$ cat src/rtl/alu_result_checker_fifo.sv
// Generic single-clock FIFO. A push while full is accepted only when a pop
// frees the slot in the same cycle; a pop while empty is ignored.
module sync_fifo #(
   parameter int WIDTH = 8,
   parameter int DEPTH = 8
) (
   input  logic             clk,
   input  logic             rst,
   input  logic             push,
   input  logic             pop,
   input  logic [WIDTH-1:0] din,
   output logic [WIDTH-1:0] dout,
   output logic             full,
   output logic             empty,
   output logic [$clog2(DEPTH):0] count
);

   localparam int AW = $clog2(DEPTH);
   localparam int CW = AW + 1;

   logic [WIDTH-1:0] mem [DEPTH];
   logic [AW-1:0]    wr_ptr;
   logic [AW-1:0]    rd_ptr;
   logic             do_push;
   logic             do_pop;

   assign full    = (count == CW'(DEPTH));
   assign empty   = (count == '0);
   assign do_pop  = pop && !empty;
   assign do_push = push && (!full || do_pop);
   assign dout    = mem[rd_ptr];

   // Storage array; contents need no reset because count gates every read.
   always_ff @(posedge clk) begin
      if (do_push) begin
         mem[wr_ptr] <= din;
      end
   end

   // Pointers and occupancy; a simultaneous push and pop leaves count alone.
   always_ff @(posedge clk or posedge rst) begin
      if (rst) begin
         wr_ptr <= '0;
         rd_ptr <= '0;
         count  <= '0;
      end else begin
         if (do_push) begin
            wr_ptr <= wr_ptr + AW'(1);
         end
         if (do_pop) begin
            rd_ptr <= rd_ptr + AW'(1);
         end
         case ({do_push, do_pop})
            2'b10:   count <= count + CW'(1);
            2'b01:   count <= count - CW'(1);
            default: count <= count;
         endcase
      end
   end

endmodule

$ cat config.mk
export PLATFORM = sky130hd
export DESIGN_NAME = sync_fifo
export DESIGN_NICKNAME = d
export VERILOG_FILES = /design/src/rtl/alu_result_checker_fifo.sv
export SDC_FILE = /design/constraint.sdc
export NUM_CORES = 1
export LEC_CHECK = 0
export ABC_AREA = 1
export CORE_MARGIN = 4
export CORE_UTILIZATION = 52
export DETAILED_ROUTE_END_ITERATION = 8
export PLACE_DENSITY = 0.72
export REMOVE_ABC_BUFFERS = 1
export SYNTH_ARGS = -nofsm -noshare
export SYNTH_HDL_FRONTEND = slang
export SYNTH_SLANG_ARGS = --single-unit
$ cat constraint.sdc
create_clock -name clk -period 1.65 [get_ports clk]
set_input_delay 0.4125 -clock clk [delete_from_list [all_inputs] [get_ports clk]]
set_output_delay 0.4125 -clock clk [all_outputs]
set_load 0.01 [all_outputs]
==> results.cfg <==
[sta]
slew_viol_final = 0
period_share_pct = 124.6
hold_slack_ps = 350.7
slew_headroom_pct = 71.74
rsz0062_at_grt = true
worst_pin_slew_ps = 423.5
skew_ps = 4.607
min_period_ps = 2056
setup_ws_ps = -405.8
hold_violations = 0
finalSetupViolCount = 65
max_freq_mhz = 486.4

[clocking]
clk_pin_slew_worst_paths_ps = 80
tritoncts = yes
cts.sinks = 74
cts_max_level = 3
numCtsBuffers = 9
cts-root-buf = clkbuf_8
ctsHoldBuffers = 0
insertion_delay_ps = 350
max-clock-path-buffers = 2

[pwr]
leakage_nw = 1.693
max-vdd-ir-drop_v = 0.001023
combPwrFrac_pct = 46.9
pwr-share-clk_pct = 18.3
switching_share_pct = 37.07
p_int_mw = 4.739
switching_power_mw = 2.792
power_frac_seq_pct = 34.7
power_density_nw_per_um2 = 1744

[synth]
synth_area_sq_um = 3207
ys_types = 30
postSynthAreaPerCell_sq_um = 12.63
ys_warn_count = 0
ys_seq_area_share_pct = 67.73
synthCells = 254
synth_seq_cells = 74

[cells_and_area]
n_antenna_cell = 0
finish.instance_area_sq_um = 4318
final_cells = 411
nets = 348
utilization_pct = 72.50
final_common_cell = edfxtp_1
layout-drive-gt1-share_pct = 36.01
nFillCells = 392
syn2layout_area_growth_pct = 34.65
mostFrequentLayoutCells = edfxtp_1 (64), nand2_1 (33), nor2_1 (29), buf_4 (25), buf_6 (22)

[routing]
met3_wirelength_microns = 440
m1WireLength_mm = 2.810
vias = 2237
wl_per_cell_microns = 17.67
ant_nets = 0
firstDrtPassIters = 8
drt_iter0_markers = 189
wl_met2_mm = 3.810
drc = 0
viasPerCell = 5.443
drt_wl_total_mm = 7.261
highest_layer = met4

[global_route]
grt_max_degree = 35
overflow = 0
track_usage_pct = 21.02
grt_antenna_before_repair = 0
grt_pass1_wl_mm = 11.54
grt_pass1_vias = 2322

[hold_path]
hold_class = in2async

[run_status]
violations = setup timing
status = finished, violations left

[place]
dp_hpwl_mm = 4.551
port_buffers = 25
placed_cell_area_sq_um = 3831
gp_congestion = 0.7729
dp_cells = 384

[setup_path]
required_ps = 1240
critPathCaptureType = output port
start_kind = flop
cp.arrival_ps = 1640
critPathKind = reg2out
critPathMaxFanout = 7

[floorplanning]
core_area_sq_um = 5956
rows = 28
top_level_ports = 26
start_util_pct = 53.84
die_h_microns = 86.53
die_x_microns = 86.53
die-area_sq_um = 7487

[run]
max-cap-violations = 0
-- timing repair --
item / 4_1_cts / 5_1_grt
setup buffers: 9 / 3
endpoints found under the setup margin: 31 / 79
resized for setup: 88 / 40
pin swaps: 10 / 14
gates cloned: 1 / 0
-- synthesized netlist by cell type (all sizes together) --
library cell	count	area [sq um]
nor2	40	162.6
xnor2	1	8.760
ha	4	50.05
nor3	1	10.01
nand2	39	192.7
buf	9	50.04
mux2i	8	80.08
o21ai	33	165.2
dfrtp	10	250.2
fa	1	20.02
o22ai	8	50.05
inv	12	45.04
nand3b	1	20.02
mux2	1	11.26
edfxtp	64	1922
xor2	4	35.03
a21oi	3	15.01
nand3	10	72.57
clkinv	2	8.750
nor3b	3	37.54
-- logic make-up (layout without fill, tap and decap cells) --
logic type,after synthesis,after routing,share of synthesized area (%)
AO/OA/AOI/OAI,44,44,7.179
XOR/XNOR,5,5,1.366
adder cells (fa/ha/maj),5,5,2.185
buffers and inverters,23,105,3.238
flip-flops,74,74,67.73
multiplexers,9,9,2.848
AND/OR/NAND/NOR,94,94,15.45
-- sequential cells by signal, summed over array words and instances, names as in the netlist --
signal	cells
count	4
mem	64
rd_ptr	3
wr_ptr	3
-- layer usage --
| metal | GRT usage (%) | vias to the layer above |
|---|---|---|
| li1 | - | 1046 |
| met1 | 25.22 | 1088 |
| met2 | 34.84 | 83 |
| met3 | 5.038 | 20 |
| met4 | 11.61 | 0 |
| met5 | 0 | - |
-- area by class of cell --
class,count,area (sq um),area share (%)
Sequential cell,74,2175,50.36
Multi-Input combinational cell,157,1092,25.30
Timing Repair Buffer,75,701.9,16.26
Clock buffer,9,123.9,2.869
Tap cell,75,93.84,2.173
Clock inverter,7,68.82,1.594
Inverter,14,62.56,1.449
-- stage by stage --
step | setup WS (ps) | total power [mW] | TNS [ps]
2_1_floorplan | -356.7 | 4.161 | -5713
3_3_place_gp | -386.9 | 5.611 | -24840
3_5_place_dp | -462.1 | 5.712 | -25920
4_1_cts | -421.0 | 7.341 | -4524
5_1_grt | -516.8 | 8.016 | -9361
6_report | -405.8 | 7.531 | -4919
-- path summary, 6_finish.rpt --
path                       startpoint         to  slack [ps]  depth (start not counted)
setup / recovery            rd_ptr[0]    dout[2]        -410                          7
hold / removal                    rst   count[1]         350                          2
setup reg to reg             count[2]  mem[0][5]         -80                          9
hold reg to reg             wr_ptr[0]  wr_ptr[0]         660                          2
max in group asynchronous         rst  rd_ptr[0]         980                          2
min in group clk                  pop  rd_ptr[2]         440                          3
-- power groups by stage --
stage	combinational (mW)	clock, mW	sequential, mW
after global routing	3.89	1.48	2.65
after detailed placement	3.12	0	2.59
after CTS	3.37	1.40	2.57
final	3.54	1.38	2.62
after global placement	3.03	0	2.58
after floorplan	1.40	0	2.76
-- worst max-delay path: stages (launching register included) --
cell     delay [ps]
dfrtp_2         480
buf_6           160
buf_6           100
mux2i_4         240
o22ai_2          80
nand2_1          60
nand2_1          40
buf_2           130
Note: power is estimated with default switching activity, not from simulation.
==> RTL edit 1 (same settings) <==
Reset style: synchronous (`rst`), changed in one clocked block.
--- a/src/rtl/alu_result_checker_fifo.sv
+++ b/src/rtl/alu_result_checker_fifo.sv
@@ -38,7 +38,7 @@
    end
 
    // Pointers and occupancy; a simultaneous push and pop leaves count alone.
-   always_ff @(posedge clk or posedge rst) begin
+   always_ff @(posedge clk) begin
       if (rst) begin
          wr_ptr <= '0;
          rd_ptr <= '0;
Check against the original RTL: differs if rst is asserted again (counterexample within 4 cycles, from zero or initial values and one cycle with rst high); with rst held inactive, the same outputs for 10 cycles.
==> RTL edit 1 against the original RTL <==
The flow still finishes with violations (negative setup slack); non-clock buffer count down 2; maximum frequency up 1.8%; register-to-register slack improved by 0.12 ns; routed wire length down 2.1%; count of clock-buffer cells in the layout did not move; synthesized area is 0.39% lower; sequential cell count increased by 3; clock skew up 0.0037 ns; clock power is 10% lower; setup slack better by 0.036 ns; total power is 19% lower; cell area shrank 3.0%.
==> RTL edit 1: results (changes against the original RTL) <==
| Metric | Value |
|---|---|
| Endpoint of the lowest-slack register-to-register path | count[3] |
| GR met3 Demand/Resource | 4.848% (-0.19 points) |
| Detailed-router iteration count before antenna repair | 4 (-4) |
| Placement-stage worst setup slack | -0.4713 ns (-0.009240 ns) |
| Commonest cells in the synthesized netlist | edfxtp_1, nand2_1, nor2_1, o21ai_0 |
| Share of synthesized registers carrying an async set or reset | 0% (-14 points) |
| Max clock buf depth | 2 (unchanged) |
| Slack of the critical path | -0.3700 ns (+0.03572 ns) |
| Cells on worst reg2reg path | 12 (+3) |
| Routed length on met3 | 436 um (-0.91%) |
| Total vias in the final route | 2188 (-2.2%) |
| Proportion of synthesized chip area in sequential cells | 68.31% (+0.58 points) |
| Reg2Reg Setup Slack | 0.04 ns (+0.12 ns) |
| Worst min-delay path category | reg2reg |
| Detailed router's first-iteration violation count | 140 (-26%) |
| Final GP Congestion | 0.7934 (+2.7%) |
| Hold bufs inserted after CTS | 0 (unchanged) |
| Failing checks | negative setup slack |
| Post-detailed-placement half-perimeter wirelength | 4692 um (+3.1%) |
| Leak Pwr | 0.001609 uW (-4.9%) |
| Worst Path Arrival | 1.61 ns (-0.03 ns) |
| Vias per std cell | 5.285 (-2.9%) |
| Post-placement cell count | 392 (+2.1%) |
| Slew Limit Headroom | 79.43% (+7.7 points) |
| Main area contributors after synthesis | edfxtp_1, dfxtp_1, mux2i_1 |
| Worst setup endpoint | dout[3] |
| Met2 routed wirelength | 3722 um (-2.3%) |
| Pin count of the biggest net entering global routing | 32 (-8.6%) |
| M1 wire length | 2845 um (+1.2%) |
| Fraction of met2 tracks used by global routing | 35.12% (+0.28 points) |
| # nets final | 351 (+0.86%) |
| Cell count after synthesis | 259 (+2.0%) |
| Instance count along the most critical hold path | 2 |
| Launch instance of the worst register-to-register path | count[0] |
| Global-route wire length before repair | 11630 um (+0.84%) |
| Number of global-route vias before repair | 2347 (+1.1%) |
| Final wirelength | 7107 um (-2.1%) |
| Clock latency on the worst-skew pair | 0.34 ns |
| Met1 track utilization from global routing | 26.79% (+1.6 points) |
| Highest ir drop seen on vdd | 0.0009271 V (-9.4%) |
| Count of input and output buffers | 25 (unchanged) |
| Distinct cells, synth | 25 (-17%) |
| Final setup fails | 8 (-88%) |
| Setup skew after layout | 0.008342 ns (+0.003736 ns) |
| Share of cells above drive strength 1 | 32.45% (-3.6 points) |
| Overall Global Routing Usage | 21.05% (+0.026 points) |
| Outcome | finished with violations |
RTL edit 1: logic make-up (layout without fill, tap and decap cells):
group	after synthesis	after routing	synth area share (%)
flip-flops	77	77	68.31
AO/OA/AOI/OAI	45	45	7.795
AND/OR/NAND/NOR	87	87	12.42
adder cells (fa/ha/maj)	5	5	2.194
XOR/XNOR	2	2	0.5485
multiplexers	16	16	5.014
buffers and inverters	27	107	3.721
RTL edit 1: stage by stage:
step	cell area (sq um)	setup TNS, ns	hold WS (ns)
floorplan	3143	-3.297	0.4331
global placement	3865	-28.62	0.4479
detailed placement	3865	-31.28	0.4537
CTS	4163	-2.695	0.4661
global route	4189	-3.431	0.5243
finish	4189	-2.596	0.4671
RTL edit 1: worst max-delay path, stage by stage, from the launching register on:
cell	delay, ns
dfxtp_4	0.38
buf_12	0.14
buf_4	0.12
buf_6	0.09
mux2i_1	0.19
o22ai_1	0.09
nand2_1	0.08
nand2_1	0.05
buf_2	0.13
RTL edit 1: timing repair:
action | 4_1_cts | 5_1_grt
pin swaps | 15 | 20
buffers inserted | 5 | 1
gates resized for setup | 70 | 20
hold endpoints to repair | 0 | 0
cloned | 2 | 0
endpoints found under the setup margin | 80 | 12
RTL edit 1: area by class of cell:
cell class	count	area (sq um)
inverter	18	70.07
tap	75	93.84
timing repair buffer	73	663.1
sequential	77	2191
multi-input combinational	155	994.7
clock inverter	7	52.55
clock buffer	9	123.9
fill	395	1767
RTL edit 1: report_power, final:
| group | leakage, uW | switching (uW) | internal (uW) |
|---|---|---|---|
| Sequential | 0.000690 | 108 | 2280 |
| Combinational | 0.000840 | 1290 | 1200 |
| Clock | 0.0000791 | 698 | 547 |
==> RTL edit 2 (same settings) <==
Without the edit above. The parameter `WIDTH` goes from 8 to 6.
--- a/src/rtl/alu_result_checker_fifo.sv
+++ b/src/rtl/alu_result_checker_fifo.sv
@@ -1,7 +1,7 @@
 // Generic single-clock FIFO. A push while full is accepted only when a pop
 // frees the slot in the same cycle; a pop while empty is ignored.
 module sync_fifo #(
-   parameter int WIDTH = 8,
+   parameter int WIDTH = 6,
    parameter int DEPTH = 8
 ) (
    input  logic             clk,
Interface: changed (resized din and dout); port bits go from 26 to 22. The function was not compared with the original's and may differ.
==> RTL edit 2 against the original RTL <==
The run still ends with negative setup slack left; cell area fell by 15%; synthesized area fell by 19%; sequential share of layout area fell by 4.3 points; routed wire length fell by 21%; first-iteration DRC count fell by 40%; setup slack improved by 0.13 ns; total power fell by 14%; sequential cell count fell by 16; register-to-register slack got worse by 0.02 ns; critical endpoint is now dout[5]; largest power group unchanged; highest routed layer unchanged.
==> RTL edit 2: results (changes against the original RTL) <==
| Metric | Value |
|---|---|
| Outcome | finished with violations |
| Number of global-route vias before repair | 1782 (-23%) |
| Final GP Congestion | 0.8129 (+5.2%) |
| Maximum cell stage delay along the critical path | 0.44 ns (-0.04 ns) |
| Count of fill cells added during filler insertion | 280 (-29%) |
| Summed negative setup slack over all endpoints | -3.640 ns (+1.279 ns) |
| Leak Pwr | 0.001484 uW (-12%) |
| Main area contributors after synthesis | edfxtp_1, dfrtp_1, nor2_1 |
| Slew Limit Headroom | 72.65% (+0.91 points) |
| Launch instance of the worst register-to-register path | count[0] |
| Pin count of the biggest net entering global routing | 27 (-23%) |
| Slack of the critical path | -0.2799 ns (+0.1258 ns) |
| Post-detailed-placement half-perimeter wirelength | 3486 um (-23%) |
| Worst setup endpoint | dout[5] |
| Fraction of power spent switching nets | 36.27% (-0.80 points) |
| Reg2Reg Setup Slack | -0.10 ns (-0.02 ns) |
| Post-placement cell count | 326 (-15%) |
| Share of synthesized registers carrying an async set or reset | 17.24% (+3.7 points) |
| Detailed-router iteration count before antenna repair | 4 (-4) |
| Non-filler cells in the finished layout | 352 (-14%) |
| Final setup fails | 57 (-12%) |
| Overall Global Routing Usage | 19.37% (-1.7 points) |
| # nets final | 295 (-15%) |
| Registers with the most flip-flops | mem (48), count (4) |
| Commonest cells in the synthesized netlist | edfxtp_1, nor2_1, nand2_1, o21ai_0, inv_1 |
| Final wirelength | 5771 um (-21%) |
| Proportion of synthesized chip area in sequential cells | 65.16% (-2.6 points) |
| Clock latency on the worst-skew pair | 0.32 ns (-0.03 ns) |
| Number of enable flip-flop cells after synthesis | 48 (-25%) |
| Cells on worst reg2reg path | 12 (+3) |
| Global-route wire length before repair | 8769 um (-24%) |
| Setup skew after layout | 0.006010 ns (+0.001403 ns) |
| Placement-stage worst setup slack | -0.3982 ns (+0.06387 ns) |
| Post-Route Hold Slack | 0.3701 ns (+0.01938 ns) |
| Worst Path Arrival | 1.52 ns (-0.12 ns) |
| Endpoint of the lowest-slack register-to-register path | count[3] |
| Failing checks | negative setup slack |
## RTL edit 2: cell count changes after synthesis, sizes merged, moves of 4 or more
cell,unedited run,this run
nand2,39,33
o21ai,33,25
nor2,40,32
buf,9,5
edfxtp,64,48
## RTL edit 2: layout make-up
cell class | count | area share [%]
sequential | 58 | 46.05
timing repair buffer | 66 | 18.41
multi-input combinational | 131 | 26.75
clock inverter | 7 | 1.634
clock buffer | 9 | 3.370
tap | 67 | 2.280
inverter | 14 | 1.498
## RTL edit 2: cells by family after synthesis
family          count (synthesis)  synth area share [%]
mux                             7                 2.747
xor+xnor                        5                 1.687
fa+ha+maj                       5                 2.699
buf+inv                        21                 3.663
flops                          58                 65.16
simple gates                   80                 17.06
compound gates                 34                 6.988
## RTL edit 2: per-layer routing
layer / GRT usage (%) / vias to the layer above / wire length [um]
met5: 0 / - / 0
met4: 9.615 / 0 / 91
met3: 4.587 / 6 / 216
met2: 32.26 / 38 / 3014
met1: 23.51 / 890 / 2448
li1: - / 874 / -
## RTL edit 2: power by group through the flow
stage | combinational [uW] | clock [uW] | sequential (uW)
after floorplan | 1200 | 0 | 2200
after CTS | 2860 | 1230 | 2040
after detailed placement | 2700 | 0 | 2060
final | 3240 | 1210 | 2050
after global placement | 2650 | 0 | 2050
after global routing | 3530 | 1300 | 2090
## RTL edit 2: what timing repair did
| action | CTS | global route |
|---|---|---|
| buffers inserted | 7 | 6 |
| setup endpoints to repair | 16 | 48 |
| pin swaps | 11 | 21 |
| resized for setup | 62 | 46 |
## RTL edit 2: per-stage QoR
stage,instance area (sq um),util (%)
after floorplan,2554,-
final,3676,76.81
after global placement,3161,66.04
after CTS,3437,71.82
after global routing,3676,76.81
after detailed placement,3161,66.04
